### config.mk
export PLATFORM = sky130hd
export DESIGN_NAME = cache_ctrl_nway
export DESIGN_NICKNAME = d
export VERILOG_FILES = /design/src/rtl/cache_ctrl_nway.sv
export SDC_FILE = /design/constraint.sdc
export NUM_CORES = 1
export LEC_CHECK = 0
export CORE_MARGIN = 2
export CORE_UTILIZATION = 44
export CTS_CLUSTER_DIAMETER = 30
export DETAILED_ROUTE_END_ITERATION = 8
export PLACE_DENSITY = 0.81
export SYNTH_ARGS = -nofsm -noshare
export SYNTH_HDL_FRONTEND = slang
export SYNTH_SLANG_ARGS = --single-unit
### constraint.sdc
create_clock -name clk -period 2.7 [get_ports clk]
set_input_delay 0.675 -clock clk [delete_from_list [all_inputs] [get_ports clk]]
set_output_delay 0.675 -clock clk [all_outputs]
set_load 0.01 [all_outputs]
### src/rtl/cache_ctrl_nway.sv
// Control FSM for a WAYS-way, WORDS-word-per-line cache over a fixed-latency pipelined memory.
// Optional hit/miss performance counters are enabled by defining CC_PERF_CNT_EN.
module cache_ctrl_nway #(
    parameter int WAYS    = 2,
    parameter int WORDS   = 4,
    parameter int MEM_LAT = 2,
    localparam int WW     = $clog2(WORDS)
) (
    input  logic            clk,
    input  logic            rst,
    input  logic            rd,
    input  logic            wr,
    input  logic [WAYS-1:0] hit,
    input  logic [WAYS-1:0] valid,
    input  logic [WAYS-1:0] dirty,
    input  logic            mem_stall,
    output logic [WAYS-1:0] enable,
    output logic            comp,
    output logic            write,
    output logic            valid_in,
    output logic            use_cpu,
    output logic [WW-1:0]   word_sel,
    output logic            fill_src,
    output logic            mem_rd,
    output logic            mem_wr,
    output logic [WW-1:0]   mem_word,
    output logic            done,
    output logic            cache_hit,
`ifdef CC_PERF_CNT_EN
    output logic            err,
    output logic [15:0]     hit_cnt,
    output logic [15:0]     miss_cnt
`else
    output logic            err
`endif
);

    localparam logic [1:0] S_IDLE  = 2'd0;
    localparam logic [1:0] S_WB    = 2'd1;
    localparam logic [1:0] S_FILL  = 2'd2;
    localparam logic [1:0] S_RETRY = 2'd3;
    localparam int         CW      = WW + 1;

    logic [1:0]      state;
    logic [CW-1:0]   cnt;       // WB word index, or FILL issue index (reaches WORDS)
    logic            way_q;
    logic            victim;
    logic            way_sel;
    logic            miss_dirty;
    logic            hit_any;
    logic            issue;
    logic            ret_v;
    logic [WW-1:0]   ret_j;
    logic [WAYS-1:0] way_mask;

    assign hit_any  = |(hit & valid);
    assign way_mask = WAYS'(1) << way_q;
    assign issue    = (state == S_FILL) && (cnt < CW'(WORDS)) && !mem_stall;

    // Lowest invalid way wins; with every way valid the victim pointer decides.
    always_comb begin
        way_sel = victim;
        for (int i = WAYS - 1; i >= 0; i--) begin
            if (!valid[i]) way_sel = 1'(i);
        end
    end
    assign miss_dirty = valid[way_sel] & dirty[way_sel];

    generate
        if (MEM_LAT == 1) begin : g_pipe0
            assign ret_v = issue;
            assign ret_j = cnt[WW-1:0];
        end else begin : g_pipe
            logic [MEM_LAT-2:0] pv;
            logic [WW-1:0]      pj [MEM_LAT-1];

            always_ff @(posedge clk) begin
                if (rst) begin
                    pv <= '0;
                end else begin
                    pv[0] <= issue;
                    for (int i = 1; i < MEM_LAT - 1; i++) pv[i] <= pv[i-1];
                end
            end

            // NOTE: the index payload needs no reset; it is only looked at when its valid bit is set.
            always_ff @(posedge clk) begin
                pj[0] <= cnt[WW-1:0];
                for (int i = 1; i < MEM_LAT - 1; i++) pj[i] <= pj[i-1];
            end

            assign ret_v = pv[MEM_LAT-2];
            assign ret_j = pj[MEM_LAT-2];
        end
    endgenerate

    // NOTE: every output gets a default first so no path through the case leaves a latch.
    always_comb begin
        enable    = '0;
        comp      = 1'b0;
        write     = 1'b0;
        valid_in  = 1'b0;
        use_cpu   = 1'b0;
        word_sel  = '0;
        fill_src  = 1'b0;
        mem_rd    = 1'b0;
        mem_wr    = 1'b0;
        mem_word  = '0;
        done      = 1'b0;
        cache_hit = 1'b0;
        err       = 1'b0;
        if (!rst) begin
            case (state)
                S_IDLE: begin
                    if (rd && wr) begin
                        err = 1'b1;
                    end else if (rd ^ wr) begin
                        comp    = 1'b1;
                        enable  = '1;
                        use_cpu = 1'b1;
                        write   = wr;
                        if (hit_any) begin
                            done      = 1'b1;
                            cache_hit = 1'b1;
                        end
                    end
                end
                S_WB: begin
                    enable   = way_mask;
                    word_sel = cnt[WW-1:0];
                    mem_word = cnt[WW-1:0];
                    mem_wr   = !mem_stall;
                end
                S_FILL: begin
                    mem_rd   = issue;
                    mem_word = issue ? cnt[WW-1:0] : '0;
                    if (ret_v) begin
                        enable   = way_mask;
                        write    = 1'b1;
                        fill_src = 1'b1;
                        word_sel = ret_j;
                        valid_in = (ret_j == WW'(WORDS - 1));
                    end
                end
                default: begin
                    comp    = 1'b1;
                    enable  = way_mask;
                    use_cpu = 1'b1;
                    write   = wr;
                    done    = 1'b1;
                end
            endcase
        end
    end

    always_ff @(posedge clk) begin
        if (rst) begin
            state  <= S_IDLE;
            cnt    <= '0;
            way_q  <= 1'b0;
            victim <= 1'b0;
        end else begin
            if (done && WAYS == 2) victim <= ~victim;
            case (state)
                S_IDLE: begin
                    if ((rd ^ wr) && !hit_any) begin
                        way_q <= way_sel;
                        cnt   <= '0;
                        state <= miss_dirty ? S_WB : S_FILL;
                    end
                end
                S_WB: begin
                    if (!mem_stall) begin
                        if (cnt == CW'(WORDS - 1)) begin
                            cnt   <= '0;
                            state <= S_FILL;
                        end else begin
                            cnt <= cnt + 1'b1;
                        end
                    end
                end
                S_FILL: begin
                    if (issue) cnt <= cnt + 1'b1;
                    if (ret_v && ret_j == WW'(WORDS - 1)) state <= S_RETRY;
                end
                default: state <= S_IDLE;
            endcase
        end
    end

`ifdef CC_PERF_CNT_EN
    always_ff @(posedge clk) begin
        if (rst) begin
            hit_cnt  <= '0;
            miss_cnt <= '0;
        end else if (done) begin
            if (cache_hit && hit_cnt != 16'hFFFF) hit_cnt <= hit_cnt + 1'b1;
            if (!cache_hit && miss_cnt != 16'hFFFF) miss_cnt <= miss_cnt + 1'b1;
        end
    end
`endif

endmodule
==> results of run 1 <==
## critical path: cells and delay by family
| kind | cells | cell delay [ns] |
|---|---|---|
| buffers and inverters | 3 | 0.71 |
| adders and majority gates | 1 | 0.26 |
| and+or+nand+nor | 1 | 0.15 |
| AOI/OAI and AO/OA | 1 | 0.14 |
## flip-flops by register name, indices dropped and copies added (netlist names)
name	count
cnt	3
way_q	1
g_pipe.pj	2
victim	1
state	2
g_pipe.pv	1
## logic make-up (layout without fill, tap and decap cells)
group                      after synthesis  after routing  share of synthesized area, %
AOI/OAI and AO/OA                       25             25                         23.93
buffers and inverters                   15             58                         7.607
muxes                                    3              3                         3.804
xor gates and xnor gates                 1              1                         1.110
adders and majority gates                9              9                         14.26
DFF                                     10             10                         25.36
and+or+nand+nor                         37             37                         23.93
## layer usage
| layer | global-route usage [%] | routed length, um | vias to the layer above | share of wire [%] |
|---|---|---|---|---|
| met4 | 10.86 | 56 | 0 | 2.5 |
| li1 | - | - | 450 | - |
| met1 | 28.77 | 1030 | 409 | 46 |
| met2 | 35.83 | 1050 | 38 | 47 |
| met5 | 0 | 0 | - | 0 |
| met3 | 2.745 | 106 | 7 | 4.7 |
## where the power goes
part	internal, mW	switching [mW]
sequential	0.175	0.0320
combinational	0.270	0.309
clock	0.0820	0.0582
## worst paths after layout
check,startpoint,endpoint,slack [ns]
max,rd,enable[1],0.08
min,cnt[1],g_pipe.pj[0][1],0.41
max reg2reg,state[0],cnt[0],0.85
min reg2reg,cnt[1],g_pipe.pj[0][1],0.41
## stage by stage
step | setup TNS, ns | hold slack [ns] | instance area (um2)
after floorplan | 0 | 0.3670 | 789.5
after global routing | 0 | 0.4185 | 1226
after detailed placement | -4.208 | 0.3947 | 1190
final | 0 | 0.4089 | 1226
after CTS | 0 | 0.4048 | 1244
after global placement | -3.734 | 0.3873 | 1190
## cell type report
| class | count | share of cell area (%) |
|---|---|---|
| Multi-Input combinational cell | 75 | 47.04 |
| Inverter | 11 | 3.367 |
| Sequential cell | 10 | 16.33 |
| Clock buffer | 4 | 2.959 |
| Tap cell | 25 | 2.551 |
| Timing Repair Buffer | 43 | 27.75 |
## timing repair
item,4_1_cts,5_1_grt
gates resized for setup,33,10
endpoints found under the setup margin,16,6
pin swaps,2,0
cloned,0,0
## synth_stat cells (all sizes together) (2+ instances only)
library cell	number	area [um2]
buf	2	11.26
nand3	2	10.01
o21ai	3	15.01
mux2i	3	30.03
dfxtp	10	200.2
or2	2	12.51
nand2b	6	37.54
nand2	5	18.77
clkbuf	2	7.510
nor3	3	15.01
a32oi	2	17.52
inv	11	41.29
a21oi	5	25.02
nor2	12	45.04
ha	9	112.6
o31ai	2	15.01
nor2b	2	12.51
==> report_table.html, run 1 <==
<table>
<tr><th>Metric</th><th>Value</th></tr>
<tr><th colspan="2">Status</th></tr>
<tr><td>Run status</td><td>completed</td></tr>
<tr><th colspan="2">Synth</th></tr>
<tr><td>EDFF count, synth</td><td>0</td></tr>
<tr><td>Async set-or-reset flop fraction in the synthesized netlist</td><td>0%</td></tr>
<tr><td>Gate count after technology mapping</td><td>100</td></tr>
<tr><td>Average cell area after synthesis</td><td>7.895 um2</td></tr>
<tr><td>Netlist Area Pre-Place</td><td>789.5 um2</td></tr>
<tr><td>Number of different library cells in the post-synthesis netlist</td><td>39</td></tr>
<tr><td>Count of warnings emitted by yosys</td><td>0</td></tr>
<tr><td>Synthesis-stage register bit count</td><td>10</td></tr>
<tr><td>Primary FF master, synth</td><td>sky130_fd_sc_hd__dfxtp_1</td></tr>
<tr><td>Part of the Yosys area used for sequential elements</td><td>25.36%</td></tr>
<tr><td>Synthesized netlist net count</td><td>120</td></tr>
<tr><th colspan="2">Cells and area</th></tr>
<tr><td>Most frequent cells in the layout</td><td>sky130_fd_sc_hd__buf_4 (17), sky130_fd_sc_hd__nor2_1 (12), sky130_fd_sc_hd__inv_1 (10), sky130_fd_sc_hd__dfxtp_1 (10), sky130_fd_sc_hd__dlygate4sd2_1 (10)</td></tr>
<tr><td>Number of fill cells</td><td>126</td></tr>
<tr><td>Final net count</td><td>164</td></tr>
<tr><td>Area growth from synthesis to layout</td><td>55.31%</td></tr>
<tr><td>Reg area</td><td>200.2 um2</td></tr>
<tr><td>Share of the core filled with cells in the final layout</td><td>71.79%</td></tr>
<tr><td>Antenna diode instance count</td><td>0</td></tr>
<tr><td>Filler-free cell count of the finished design</td><td>168</td></tr>
<tr><td>Most common cell after layout, fill and taps aside</td><td>sky130_fd_sc_hd__buf_4</td></tr>
<tr><td>Share of final-layout standard cells stronger than drive strength 1</td><td>25.87%</td></tr>
<tr><td>Area used by multi-input combinational logic</td><td>576.8 um2</td></tr>
<tr><th colspan="2">Setup path</th></tr>
<tr><td>Category of the worst setup path launch point</td><td>input port</td></tr>
<tr><td>Critical path arrival</td><td>1.94 ns</td></tr>
<tr><td>Critical path cell sequence</td><td>clkdlybuf4s50_1 -&gt; inv_1 -&gt; ha_4 -&gt; nand2b_4 -&gt; a21oi_1 -&gt; buf_2</td></tr>
<tr><td>Type of the worst setup path</td><td>input port to primary output</td></tr>
<tr><td>Highest fanout seen on the critical path</td><td>3</td></tr>
<tr><td>Critical path's largest stage delay</td><td>0.48 ns</td></tr>
<tr><td>Crit path max-delay cell type</td><td>sky130_fd_sc_hd__clkdlybuf4s50_1</td></tr>
<tr><td>CP Capture Type</td><td>primary output</td></tr>
<tr><td>R2R depth</td><td>7</td></tr>
<tr><td>Required arrival time at the worst endpoint</td><td>2.03 ns</td></tr>
<tr><th colspan="2">Detailed routing</th></tr>
<tr><td>Detailed Route WL</td><td>2243 um</td></tr>
<tr><td>Vias post-DR</td><td>904</td></tr>
<tr><td>Routed len/inst</td><td>13.35 um</td></tr>
<tr><td>Iteration count of the initial detailed-routing pass</td><td>4</td></tr>
<tr><td>Antenna Violating Nets Remaining</td><td>0</td></tr>
<tr><td>Number of violations reported at the end of detailed-routing iteration 0</td><td>14</td></tr>
<tr><td>Number of vias per cell</td><td>5.381</td></tr>
<tr><td>Number of design rule violations left after detail routing</td><td>0</td></tr>
<tr><th colspan="2">Power and ir drop</th></tr>
<tr><td>Pwr/cell area</td><td>754.8 mW/mm2</td></tr>
<tr><td>Leakage component of the power</td><td>0.5603 nW</td></tr>
<tr><td>Total power after layout</td><td>0.9255 mW</td></tr>
<tr><td>Max IR drop VDD</td><td>0.0005116 V</td></tr>
<tr><th colspan="2">Timing</th></tr>
<tr><td>Actual transition at the worst max-transition pin</td><td>0.4173 ns</td></tr>
<tr><td>Worst Clk Skew</td><td>0.006887 ns</td></tr>
<tr><td>Count of endpoints failing hold in the final timing report</td><td>0</td></tr>
<tr><td>Setup repair after global routing missed its margin</td><td>no</td></tr>
<tr><td>Count of final setup violators</td><td>0</td></tr>
<tr><td>Relative slew slack</td><td>71.82%</td></tr>
<tr><td>Final WS setup</td><td>0.08293 ns</td></tr>
<tr><td>Number of pins with negative max-slew slack in the final report</td><td>0</td></tr>
<tr><td>Final period utilization</td><td>96.93%</td></tr>
<tr><td>F_max</td><td>0.3821 GHz</td></tr>
<tr><td>Minimum period implied by the final worst setup slack</td><td>2.617 ns</td></tr>
<tr><th colspan="2">Clock tree</th></tr>
<tr><td>Clk pin slew, worst setup/hold paths</td><td>0.08 ns</td></tr>
<tr><td># hold bufs at CTS</td><td>0</td></tr>
<tr><td>Maximum number of buffers from clock root to sink</td><td>2</td></tr>
<tr><td>Clock tree from TritonCTS</td><td>built</td></tr>
<tr><td>Number of levels in the clock H-tree</td><td>1</td></tr>
<tr><td>Clock latency at the later pin of the worst-skew pair</td><td>0.27 ns</td></tr>
<tr><td>Post-CTS Setup Repair Bufs</td><td>0</td></tr>
<tr><td>Root Buffer</td><td>sky130_fd_sc_hd__clkbuf_4</td></tr>
<tr><td>Clock net sink count</td><td>10</td></tr>
<tr><td>Inserted Clock Buffers</td><td>3</td></tr>
<tr><th colspan="2">Global routing</th></tr>
<tr><td>Via count of the first global-routing pass</td><td>781</td></tr>
<tr><td>Total grt overflow</td><td>0</td></tr>
<tr><td>Global-route usage over all layers</td><td>22.18%</td></tr>
<tr><td>Largest net degree at the start of global routing</td><td>10</td></tr>
<tr><td>Wire length of the first global-routing pass</td><td>3394 um</td></tr>
<tr><td>Number of antenna violations at the first check in global routing</td><td>0</td></tr>
<tr><th colspan="2">Floorplan</th></tr>
<tr><td>Total die area</td><td>0.002149 mm2</td></tr>
<tr><td>Core Area</td><td>0.001708 mm2</td></tr>
<tr><td># IOs</td><td>27</td></tr>
<tr><td>Starting utilization of the core area</td><td>46.23%</td></tr>
<tr><td>Die extent in x</td><td>46.36 um</td></tr>
<tr><td>Die H</td><td>46.36 um</td></tr>
<tr><td># rows</td><td>15</td></tr>
<tr><th colspan="2">Worst hold path</th></tr>
<tr><td>Cell depth of the worst hold path</td><td>0</td></tr>
<tr><td>Worst min-delay path class</td><td>flip-flop to flip-flop</td></tr>
<tr><th colspan="2">Job</th></tr>
<tr><td>Max Cap Violations</td><td>0</td></tr>
<tr><th colspan="2">Placed design</th></tr>
<tr><td>Final estimated routing congestion in global placement</td><td>0.8852</td></tr>
<tr><td>Port bufs</td><td>26</td></tr>
<tr><td>HPWL Detailed</td><td>1597 um</td></tr>
<tr><td>Pre-CTS setup slack</td><td>-0.5351 ns</td></tr>
<tr><td>Placed insts</td><td>164</td></tr>
</table>
(Power assumes the default switching activity.)
==> inputs of run 2 (changes only) <==
CORE_UTILIZATION = 30   (was 44)
DONT_BUFFER_PORTS = 1   (was unset)
PLACE_DENSITY = 0.47   (was 0.81)
==> run 2 against run 1 <==
Fmax rose by 4.8%. Critical path depth fell by 2. Worst setup slack improved by 0.12 ns. Non-clock buffer count fell by 42. Sequential share of layout area rose by 7.2 points. Die area rose by 42%. Global-route usage fell by 9.1 points. Largest power group unchanged.
==> report_table.html, run 2 (synthesis results as in run 1) <==
<table>
<tr><th>Metric</th><th>Value</th></tr>
<tr><th colspan="2">Global routing</th></tr>
<tr><td>Global-route usage over all layers</td><td>13.04% (-9.1 points)</td></tr>
<tr><td>Number of antenna violations at the first check in global routing</td><td>0 (unchanged)</td></tr>
<tr><td>Wire length of the first global-routing pass</td><td>3256 um (-4.1%)</td></tr>
<tr><td>Via count of the first global-routing pass</td><td>685 (-12%)</td></tr>
<tr><td>Total grt overflow</td><td>0 (unchanged)</td></tr>
<tr><td>Largest net degree at the start of global routing</td><td>20 (+10)</td></tr>
<tr><th colspan="2">Floorplan</th></tr>
<tr><td>Starting utilization of the core area</td><td>31.87% (-14 points)</td></tr>
<tr><td>Die extent in x</td><td>55.30 um (+19%)</td></tr>
<tr><td>Core Area</td><td>0.002477 mm2 (+45%)</td></tr>
<tr><td># rows</td><td>18 (+3)</td></tr>
<tr><td>Total die area</td><td>0.003058 mm2 (+42%)</td></tr>
<tr><td># IOs</td><td>27 (unchanged)</td></tr>
<tr><td>Die H</td><td>55.30 um (+19%)</td></tr>
<tr><th colspan="2">Setup path</th></tr>
<tr><td>Critical path cell sequence</td><td>inv_1 -&gt; ha_1 -&gt; or2_1 -&gt; a21oi_1</td></tr>
<tr><td>Category of the worst setup path launch point</td><td>flip-flop</td></tr>
<tr><td>Critical path's largest stage delay</td><td>0.41 ns (-0.07 ns)</td></tr>
<tr><td>Crit path max-delay cell type</td><td>sky130_fd_sc_hd__dfxtp_1</td></tr>
<tr><td>Critical path arrival</td><td>1.82 ns (-0.12 ns)</td></tr>
<tr><td>CP Capture Type</td><td>primary output</td></tr>
<tr><td>Highest fanout seen on the critical path</td><td>5 (+2)</td></tr>
<tr><td>Type of the worst setup path</td><td>flip-flop to primary output</td></tr>
<tr><td>CP startpoint</td><td>state[0]</td></tr>
<tr><td>Crit-path leading delay family</td><td>flip-flops</td></tr>
<tr><td>R2R Path Start</td><td>state[0]</td></tr>
<tr><td>Required arrival time at the worst endpoint</td><td>2.03 ns (about the same)</td></tr>
<tr><td>Buffers and inverters on the worst path</td><td>1 (-2)</td></tr>
<tr><th colspan="2">Timing</th></tr>
<tr><td>Final period utilization</td><td>92.45% (-4.5 points)</td></tr>
<tr><td>Number of pins with negative max-slew slack in the final report</td><td>0 (unchanged)</td></tr>
<tr><td>Relative slew slack</td><td>64.78% (-7.0 points)</td></tr>
<tr><td>Worst Clk Skew</td><td>0.01122 ns (+0.004334 ns)</td></tr>
<tr><td>Actual transition at the worst max-transition pin</td><td>0.5283 ns (+0.1110 ns)</td></tr>
<tr><td>Count of final setup violators</td><td>0 (unchanged)</td></tr>
<tr><td>Count of endpoints failing hold in the final timing report</td><td>0 (unchanged)</td></tr>
<tr><td>Minimum period implied by the final worst setup slack</td><td>2.496 ns (-0.1209 ns)</td></tr>
<tr><td>F_max</td><td>0.4006 GHz (+4.8%)</td></tr>
<tr><td>Sum of negative setup slack</td><td>0 ns (unchanged)</td></tr>
<tr><td>Worst hold slack</td><td>0.3977 ns (-0.01126 ns)</td></tr>
<tr><td>Setup repair after global routing missed its margin</td><td>no</td></tr>
<tr><th colspan="2">Clock tree</th></tr>
<tr><td>Number of levels in the clock H-tree</td><td>1 (unchanged)</td></tr>
<tr><td>Clk pin slew, worst setup/hold paths</td><td>0.08 ns (about the same)</td></tr>
<tr><td>Inserted Clock Buffers</td><td>3 (unchanged)</td></tr>
<tr><td>Maximum number of buffers from clock root to sink</td><td>2 (unchanged)</td></tr>
<tr><td>Clock latency at the later pin of the worst-skew pair</td><td>0.28 ns (about the same)</td></tr>
<tr><td># hold bufs at CTS</td><td>0 (unchanged)</td></tr>
<tr><td>Post-CTS Setup Repair Bufs</td><td>0 (unchanged)</td></tr>
<tr><td>Root Buffer</td><td>sky130_fd_sc_hd__clkbuf_4</td></tr>
<tr><td>Clock tree from TritonCTS</td><td>built</td></tr>
<tr><td>Clock net sink count</td><td>10 (unchanged)</td></tr>
<tr><td>Gates resized, CTS repair</td><td>0 (-100%)</td></tr>
<tr><th colspan="2">Detailed routing</th></tr>
<tr><td>Antenna Violating Nets Remaining</td><td>0 (unchanged)</td></tr>
<tr><td>Number of vias per cell</td><td>5.229 (-2.8%)</td></tr>
<tr><td>Detailed Route WL</td><td>1804 um (-20%)</td></tr>
<tr><td>Vias post-DR</td><td>685 (-24%)</td></tr>
<tr><td>Number of violations reported at the end of detailed-routing iteration 0</td><td>18 (+4)</td></tr>
<tr><td>Routed len/inst</td><td>13.77 um (+3.1%)</td></tr>
<tr><td>Iteration count of the initial detailed-routing pass</td><td>4 (unchanged)</td></tr>
<tr><td>Number of design rule violations left after detail routing</td><td>0 (unchanged)</td></tr>
<tr><th colspan="2">Placed design</th></tr>
<tr><td>Placed cell areas</td><td>815.8 um2 (-31%)</td></tr>
<tr><td>Final estimated routing congestion in global placement</td><td>0.7351 (-17%)</td></tr>
<tr><td>HPWL Detailed</td><td>1373 um (-14%)</td></tr>
<tr><td>Port bufs</td><td>0 (-100%)</td></tr>
<tr><th colspan="2">Worst hold path</th></tr>
<tr><td>Worst min-delay path class</td><td>flip-flop to flip-flop</td></tr>
<tr><td>Worst Min Path Start</td><td>cnt[1]</td></tr>
<tr><th colspan="2">Cells and area</th></tr>
<tr><td>Design area</td><td>852.1 um2 (-31%)</td></tr>
<tr><td>Number of fill cells</td><td>272 (+120%)</td></tr>
<tr><td>Share of final-layout standard cells stronger than drive strength 1</td><td>6.931% (-19 points)</td></tr>
<tr><td>Number of flip-flops under the largest register name</td><td>3 (unchanged)</td></tr>
<tr><td>Share of the core filled with cells in the final layout</td><td>34.39% (-37 points)</td></tr>
<tr><td>Area growth from synthesis to layout</td><td>7.924%</td></tr>
<tr><td>Most common cell after layout, fill and taps aside</td><td>sky130_fd_sc_hd__nor2_1</td></tr>
<tr><td>Register bank with the most flops</td><td>cnt</td></tr>
<tr><td>Antenna diode instance count</td><td>0 (unchanged)</td></tr>
<tr><td>Area used by multi-input combinational logic</td><td>529.3 um2 (-8.2%)</td></tr>
<tr><td>Registers with the most flip-flops</td><td>cnt (3), g_pipe.pj (2), state (2)</td></tr>
<tr><td>Most frequent cells in the layout</td><td>sky130_fd_sc_hd__nor2_1 (12), sky130_fd_sc_hd__inv_1 (10), sky130_fd_sc_hd__dfxtp_1 (10), sky130_fd_sc_hd__ha_1 (9), sky130_fd_sc_hd__nand2b_1 (6)</td></tr>
<tr><td>Final net count</td><td>122 (-26%)</td></tr>
<tr><td>Reg area</td><td>200.2 um2 (unchanged)</td></tr>
<tr><th colspan="2">Power and ir drop</th></tr>
<tr><td>Sw power</td><td>0.3313 mW (-17%)</td></tr>
<tr><td>Max IR drop VDD</td><td>0.0002934 V (-43%)</td></tr>
<tr><td>Total power after layout</td><td>0.7510 mW (-19%)</td></tr>
<tr><td>Int Pwr</td><td>0.4197 mW (-20%)</td></tr>
<tr><td>Pwr/cell area</td><td>881.3 mW/mm2 (+17%)</td></tr>
<tr><td>Logic gate share of total power</td><td>53.6% (-8.9 points)</td></tr>
<tr><td>Flop pwr share</td><td>27.3% (+4.9 points)</td></tr>
<tr><td>Relative contribution of the clock network to total power</td><td>19.1% (+4.0 points)</td></tr>
<tr><td>Proportion of total power due to net switching</td><td>44.12% (+1.0 points)</td></tr>
<tr><td>Leakage component of the power</td><td>0.3299 nW (-41%)</td></tr>
<tr><th colspan="2">Status</th></tr>
<tr><td>Run status</td><td>completed</td></tr>
<tr><th colspan="2">Job</th></tr>
<tr><td>Max Cap Violations</td><td>0 (unchanged)</td></tr>
</table>
[run 2: cell count changes in the layout (fill, tap and decap cells not counted), sizes merged]
cell           change
buf               -20
clkbuf             -3
clkdlybuf4s50      -9
dlygate4sd2       -10
[run 2: through the flow]
| stage | instances | setup WS [ns] |
|---|---|---|
| after floorplan | 100 | 0.2533 |
| after global placement | 127 | 0.3777 |
| after detailed placement | 127 | 0.3716 |
| after CTS | 131 | 0.1881 |
| after global routing | 131 | 0.07622 |
| final | 131 | 0.2038 |
[run 2: area by class of cell]
cell class	instances	area share (%)
clock buffer	4	4.258
inverter	11	4.846
multi-input combinational	75	62.11
sequential	10	23.49
tap	30	4.405
timing repair buffer	1	0.8811
[run 2: layer usage]
layer	share of wire [%]	GRT usage [%]	vias to the layer above	wire length [um]
met5	0	0	-	0
met4	1.4	6.272	0	26
met3	5.7	3.513	4	102
met2	45	19.22	18	805
met1	48	17.48	307	869
li1	-	-	356	-
[run 2: power groups by stage]
stage               clock (mW)  sequential (mW)  combinational (mW)
floorplan                    0            0.201               0.344
global placement             0            0.207               0.409
detailed placement           0            0.208               0.404
CTS                      0.147            0.205               0.406
global route             0.153            0.210               0.456
finish                   0.144            0.205               0.403
[run 2: path summary, 6_finish.rpt]
kind                            cells after the start         endpoint  slack, ns
worst max register to register                      6           cnt[0]       0.88
worst max-delay path                                4          use_cpu       0.20
worst min-delay path                                0  g_pipe.pj[0][1]       0.40
worst min register to register                      0  g_pipe.pj[0][1]       0.40
